`config.mk`:
```
export PLATFORM = sky130hd
export DESIGN_NAME = cpu_oci_trace_capture
export DESIGN_NICKNAME = d
export VERILOG_FILES = /design/src/rtl/cpu_oci_trace_capture.sv
export SDC_FILE = /design/constraint.sdc
export NUM_CORES = 1
export LEC_CHECK = 0
export CORE_MARGIN = 2
export CORE_UTILIZATION = 40
export DETAILED_ROUTE_END_ITERATION = 6
export GPL_ROUTABILITY_DRIVEN = 1
export PLACE_DENSITY = 0.6
export SYNTH_ARGS = -nofsm -noshare
export SYNTH_HDL_FRONTEND = slang
export SYNTH_SLANG_ARGS = --single-unit
export TNS_END_PERCENT = 10
```
`constraint.sdc`:
```
create_clock -name clk -period 2.8 [get_ports clk]
set_input_delay 0.42 -clock clk [delete_from_list [all_inputs] [get_ports clk]]
set_output_delay 0.42 -clock clk [all_outputs]
set_load 0.1 [all_outputs]
```
`src/rtl/cpu_oci_trace_capture.sv`:
```
// On-chip trace capture buffer: records non-zero trace counts into a circular RAM,
// freezes a programmable number of captures after a trigger, then drains oldest-first.
module cpu_oci_trace_capture #(
  parameter int DATA_W    = 30,
  parameter int CNT_W     = 4,
  parameter int DEPTH     = 16,
  parameter int POST_TRIG = 4
) (
  input  logic                       clk,
  input  logic                       reset,
  input  logic [DATA_W-1:0]          dct_buffer,
  input  logic [CNT_W-1:0]           dct_count,
  input  logic                       test_ending,
  input  logic                       test_has_ended,
  input  logic                       rearm,
  input  logic                       rd_req,
  output logic [CNT_W+DATA_W-1:0]    rd_data,
  output logic                       rd_valid,
  output logic                       frozen,
  output logic                       wrapped,
  output logic [$clog2(DEPTH):0]     fill,
  output logic [15:0]                dropped
);

  localparam int unsigned AW = $clog2(DEPTH);
  localparam int unsigned EW = CNT_W + DATA_W;

  typedef enum logic [1:0] {ARMED, POST, FROZEN} state_t;

  state_t         state, state_nxt;
  logic [AW-1:0]  wptr;
  logic [AW-1:0]  optr;
  logic [AW:0]    postcnt;
  logic [EW-1:0]  mem [DEPTH];
  logic           capture;
  logic           full;
  logic           do_read;
  logic           do_rearm;

  assign capture  = (dct_count != '0) && (state != FROZEN);
  assign full     = (fill == (AW+1)'(DEPTH));
  assign do_rearm = (state == FROZEN) && rearm;
  // rearm takes precedence over a simultaneous read request
  assign do_read  = (state == FROZEN) && rd_req && !rearm && (fill != '0);

  always_ff @(posedge clk or posedge reset) begin
    if (reset) state <= ARMED;
    else       state <= state_nxt;
  end

  always_comb begin
    state_nxt = state;
    unique case (state)
      ARMED: begin
        if (test_has_ended)   state_nxt = FROZEN;
        else if (test_ending) state_nxt = (POST_TRIG == 0) ? FROZEN : POST;
      end
      POST: begin
        if (test_has_ended || (capture && postcnt == (AW+1)'(1))) state_nxt = FROZEN;
      end
      FROZEN: begin
        if (rearm) state_nxt = ARMED;
      end
      default: state_nxt = ARMED;
    endcase
  end

  always_ff @(posedge clk or posedge reset) begin
    if (reset) begin
      wptr     <= '0;
      optr     <= '0;
      postcnt  <= '0;
      fill     <= '0;
      wrapped  <= 1'b0;
      dropped  <= '0;
      frozen   <= 1'b0;
      rd_valid <= 1'b0;
    end else begin
      frozen   <= (state_nxt == FROZEN);
      rd_valid <= do_read;
      if (do_rearm) begin
        wptr    <= '0;
        optr    <= '0;
        fill    <= '0;
        wrapped <= 1'b0;
        dropped <= '0;
      end else begin
        if (capture) begin
          wptr <= wptr + 1'b1;
          if (full) begin
            optr    <= optr + 1'b1;
            wrapped <= 1'b1;
          end else begin
            fill <= fill + 1'b1;
          end
        end
        if (do_read) begin
          optr <= optr + 1'b1;
          fill <= fill - 1'b1;
        end
        if ((state == FROZEN) && (dct_count != '0) && (dropped != '1))
          dropped <= dropped + 1'b1;
        // the trigger cycle loads postcnt; only captures in POST count down
        if ((state == ARMED) && test_ending && !test_has_ended)
          postcnt <= (AW+1)'(POST_TRIG);
        else if ((state == POST) && capture)
          postcnt <= postcnt - 1'b1;
      end
    end
  end

  always_ff @(posedge clk) begin
    if (capture) mem[wptr] <= {dct_count, dct_buffer};
  end

  always_ff @(posedge clk or posedge reset) begin
    if (reset)        rd_data <= '0;
    else if (do_read) rd_data <= mem[optr];
  end

endmodule

```
# Word-level counts from Yosys, hierarchy flattened

Memory sizes are Yosys's and may differ from the RTL's. A register that Yosys moved wholly into a read port is not among the register bits.
Index checks and enable logic that the tools add are counted.

Memories: 1
Bits in writable memories: 544
Logic and storage cells: 76
Register bits after elaboration: 39

Memory list:

| memory | depth | width | read ports | clocked after Yosys merged registers in | write ports | line | RTL |
|---|---|---|---|---|---|---|---|
| mem    | 16    | 34    | 1          | 1                                       | 1           | 34   | `logic [EW-1:0] mem [DEPTH];` |

Equality and inequality tests: 8
Reduce and logical (&&, ||, !) cells: 27
Multiplexer cells: 24
Bitwise logic cells: 1
Add/sub/neg operators: 6

Operators with widths:

| operator                                                                 | count |
|---|---|
| 16-bit two-way mux                                                       | 2 |
| 5-bit two-way mux                                                        | 6 |
| 4-bit two-way mux                                                        | 6 |
| 16-bit by 1-bit adder with 16-bit output (second input constant)         | 1 |
| 16-bit inequality test (second input constant)                           | 1 |
| 1-bit logical AND                                                        | 11 |
| 5-bit by 1-bit subtractor with 5-bit output (second input constant)      | 2 |
| 4-bit by 1-bit adder with 4-bit output (second input constant)           | 2 |
| 2-bit two-way mux                                                        | 4 |
| 2-bit AND reduction                                                      | 4 |
| 2-bit nonzero test                                                       | 4 |
| 2-bit case mux with 3 select lines                                       | 1 |
| 3-bit nonzero test                                                       | 2 |
| 5-bit by 1-bit adder with 5-bit output (second input constant)           | 1 |
| 5-bit by 1-bit equality test with 1-bit output (second input constant)   | 1 |
| 5-bit equality test (second input constant)                              | 1 |
| 1-bit two-way mux                                                        | 5 |
| 5-bit nonzero test                                                       | 1 |
| 2-bit equality test (second input constant)                              | 2 |
| 4-bit nonzero test                                                       | 1 |
| 3-bit by 1-bit inequality test with 1-bit output (second input constant) | 1 |
| 2-bit by 1-bit equality test with 1-bit output (second input constant)   | 1 |
| 1-bit logical NOT                                                        | 2 |
| 2-bit logical NOT                                                        | 1 |
| 3 further kinds                                                          | 3 |

# Depth between registers and ports, before layout

Depth after elaboration: 7
Gate-level depth with buffers: 12

# Least setup slack after synthesis

No wires, ideal clock.

Path kind: register to register
Start: register fill[1]
End: register fill[3]
Library setup time: 128 ps
Slack: -325 ps
Stages on the path, launching flop included: 11
Period minus slack after synthesis: 3125 ps
Buffers on the path: 1
Arrival: 2997 ps
Required time: 2672 ps
Cell sequence: dfrtp_1 > or4_4 > o21ai_4 > inv_2 > buf_2 > ha_1 > a21o_1 > a21oi_1 > xor2_1 > nor2_1 > mux2_1

RTL lines:

| item                                                                               | line | RTL |
|---|---|---|
| start, declared                                                                    | 21   | `output logic [$clog2(DEPTH):0] fill,` |
| start signal, assigned                                                             | 94   | `fill <= fill + 1'b1;` |
| start signal, assigned                                                             | 99   | `fill <= fill - 1'b1;` |
| 5-bit nonzero test (*)                                                             | 44   | `assign do_read = (state == FROZEN) && rd_req && !rearm && (fill != '0);` |
| 1-bit logical AND (*)                                                              | 44   |  |
| via do_read                                                                        | 37   | `logic do_read;` |
| 3-bit by 1-bit inequality test with 1-bit output (no line) (tied with other cells) | -    |  |
| 2-bit AND reduction (no line) / 5-bit two-way mux (equally long branches)          | -    |  |

Mark *: on every way through the listed nets, which the timed path passes. The rest lies on a longest branch. The select of a mux whose other input is x is not followed.
A chain may end at the register's enable or synchronous reset.

# Worst setup path in the final report

Start: register fill[2]
End: register fill[4]

Word-level cells in the longest chain between the ends: 5

Ends and longest elaborated chain:

| item                                   | line | RTL |
|---|---|---|
| 5-bit by 1-bit adder with 5-bit output | 94   |  |
| 5-bit two-way mux                      | 90   | `if (full) begin` |
| 5-bit two-way mux                      | 88   | `if (capture) begin` |
| 5-bit two-way mux                      | 97   | `if (do_read) begin` |
| 5-bit two-way mux                      | 81   | `if (do_rearm) begin` |

Parallel ways exist; a longest one is shown, timed or not. The select of a mux whose other input is x is not followed.

==> impl_metrics.csv <==
group,metric,value,unit
place,place_area,0.0267,mm²
pwr,power_frac_comb,0.304,
sta,final_hold_viol_count,0,
floorplanning,rows,90,
clock_network,cts.clk_slew.worst_paths,60,ps
pwr,power.leakage,9.48,nW
floorplanning,start_util,0.402,
clock_network,tritoncts,"yes",
sta,timing.final.crit_period,2560,ps
worst_setup_path,crit_path_end_kind,"flip-flop",
clock_network,clock_sinks,617,
layout,finalNonFillerCells,2214,
place,gp_congestion,0.733,
yosys,synth_xor_area_frac,0.00543,
pwr,cellPowerDensity,1030,mW/mm²
clock_network,post_cts_buffers,0,
place,dp_hpwl,30800,µm
layout,postLayoutCellArea,0.0288,mm²
worst_setup_path,critPathMaxStageDelay,590,ps
sta,setup_tns,0,ps
route,totalWireLength,53200,µm
floorplanning,io_pins,98,
global_route,grt_first_pass_wirelength,80500,µm
clock_network,htreeDepth,3,
clock_network,postCtsHoldBufs,0,
worst_setup_path,path_max_fanout,5,
floorplanning,die_w,250,µm
floorplanning,die_y,250,µm
clock_network,insertion_delay,600,ps
pwr,total_power,29.7,mW
yosys,synth_top_family_by_area,"multiplexers",
yosys,synth-async-reset-ratio,0.118,
pwr,power.internal,20.0,mW
yosys,synth-edff-count,544,
layout,synthToLayoutAreaGrowth,19.2,%
layout,final_core_util,0.480,
pwr,vdd_ir_drop_max,623,µV
global_route,grt_max_degree,57,
sta,fmax,391,MHz
route,drc,0,
sta,fin_ws,244,ps
sta,skew,29.7,ps
floorplanning,coreArea,0.0601,mm²
sta,slew_headroom,0.425,
layout,fin_nets,1430,
sta,finalCritPeriodShare,0.913,
place,io_buffers,97,
clock_network,cts_resized,0,
sta,rsz0062_at_grt,"false",
layout,fill_cells,5016,
yosys,ys_ff_latch,617,
worst_setup_path,critPathArrivalTime,3050,ps
yosys,synthesis.nets,1254,
pwr,switching_power,9.71,mW
route,vias_per_cell,5.41,
job,drv_cap,0,
global_route,grt-ovfl-total,0,
route,drt_iter0_markers,905,
sta,setup_violations,0,
global_route,grt_pass1_vias,12400,
global_route,track_usage,0.174,
worst_setup_path,critPathKind,"flip-flop to flip-flop",
pwr,switching_share,0.327,
worst_setup_path,crit_slowest_cell,"or4_4",
global_route,antenna_found_initial,3,
sta,whs,236,ps
layout,drive_gt1_frac,0.305,
clock_network,cts-root-buf,"clkbuf_16",
yosys,synth-main-ff-cell,"edfxtp_1",
worst_setup_path,cp_top_family,"simple AND/OR/NAND/NOR gates",
floorplanning,dieArea,0.0625,mm²
yosys,yosys.area_share.simple,0.0379,
sta,slew_violations,0,
yosys,synthMuxAreaShare,0.155,
worst_setup_path,path_cells,"or4_4, o21ai_4, inv_2, ha_4, nor2b_1, o21ai_0, nand2b_1, mux4_2, and2_1",
place,placed_cells,2092,
place,place_ws,103,ps
route,vias,12000,
yosys,synthDistinctLibCells,58,
pwr,p_seq_frac,0.406,
worst_setup_path,cp.required,3290,ps
yosys,synth_fa_ha_area_frac,0.00652,
sta,worst_pin_slew,862,ps
status,run_status,"complete, no violations",
clock_network,cts_made_buffers,66,
yosys,yosysWarnings,0,
yosys,synthCells,1202,
yosys,ys_seq_area_frac,0.751,
worst_setup_path,worst-path-buf-inv,1,
yosys,synth_compound_area_frac,0.0285,
yosys,avgSynthCellArea,20.1,µm²
route,routedWlPerCell,24.0,µm
yosys,netlist_area,0.0242,mm²
hold_path,hold_path_class,"input pin to asynchronous set/reset pin",
route,ant_nets,0,
clock_network,clk_path_buf_depth,3,
worst_setup_path,cp-start-kind,"flip-flop",
route,firstDrtPassIters,7,
pwr,clkPwrFrac,0.289,
logic make-up (layout without fill, tap and decap cells):
| kind of cell | Yosys count | in the layout |
|---|---|---|
| buffers and inverters | 74 | 303 |
| other | 0 | 1 |
| muxes | 199 | 199 |
| xor gates and xnor gates | 15 | 15 |
| adders and majority gates | 12 | 12 |
| DFF | 617 | 617 |
| AOI/OAI and AO/OA | 116 | 116 |
| and+or+nand+nor | 169 | 169 |
layer usage:
metal	share of wire	vias to the layer above	global-route usage
li1	-	5259	-
met4	0.019	4	0.0530
met5	0.00036	-	0
met1	0.45	6359	0.242
met2	0.49	286	0.282
met3	0.044	74	0.0271
flip-flops by register name, indices dropped and copies added, names as in the netlist:
register / flops
dropped: 16
fill: 5
frozen: 1
mem: 544
optr: 4
postcnt: 5
rd_data: 34
rd_valid: 1
state: 2
wptr: 4
wrapped: 1
final timing paths:
check | startpoint | endpoint | slack [ps] | cells past startpoint
setup / recovery | fill[2] | fill[4] | 240 | 9
hold / removal | reset | fill[0] | 240 | 2
setup reg to reg | fill[2] | fill[4] | 240 | 9
hold reg to reg | rd_data[32] | rd_data[32] | 490 | 2
max in group asynchronous | reset | rd_data[6] | 1900 | 3
min in group clk | test_ending | state[0] | 480 | 3
synthesized netlist by cell type, types with 7 or more instances:
master      n  area [µm²]
buf_4      15         113
nor2_1     26        97.6
mux4_2    137        3090
mux2_2     34         383
dfrtp_1    73        1830
edfxtp_1  544       16300
nand3_1    11        55.1
inv_1      11        41.3
buf_2      21         105
o22ai_1    22         138
o21ai_1    49         245
nor3_1      7        35.0
mux2i_1    24         240
clkbuf_1   17        63.8
a21oi_1    19        95.1
and2_1     15        93.8
nand2_1    65         244
xnor2_1     9        78.8
ha_1       11         138
power groups by stage:
stage | logic (mW) | clock network [mW] | registers, mW
floorplan | 4.68 | 0 | 14.0
global placement | 9.12 | 0 | 12.2
detailed placement | 9.17 | 0 | 12.3
CTS | 9.19 | 8.83 | 12.1
global route | 9.63 | 9.14 | 12.2
finish | 9.03 | 8.59 | 12.1
cell type report:
type | instances | area [µm²] | share of cell area
clock buffers | 97 | 1890 | 0.0655
clock inverters | 24 | 262 | 0.00907
diodes | 1 | 2.50 | 0.0000867
multi-input cells | 511 | 5700 | 0.198
flip-flops and latches | 617 | 18200 | 0.630
repair buffers | 170 | 1790 | 0.0619
inverters | 12 | 46.3 | 0.00160
well taps | 782 | 978 | 0.0339
placed cells by master (no fill, tap or decap), types with 6 or more instances in the layout:
cell             count
clkbuf_16           68
and2_2              12
xnor2_1              9
nand2_1             65
a21oi_1             18
buf_4               98
inv_1               10
clkbuf_8             8
nand3_1             11
mux2_2              34
clkdlybuf4s50_1     39
clkinv_1             8
ha_1                 9
o21ai_1             49
clkbuf_1            21
nor3_1               7
xor2_1               6
dfrtp_1             65
nor2_1              26
edfxtp_1           544
mux2i_1             24
o22ai_1             22
mux4_2             137
buf_12              33
Power figures use the tool's default switching activity.
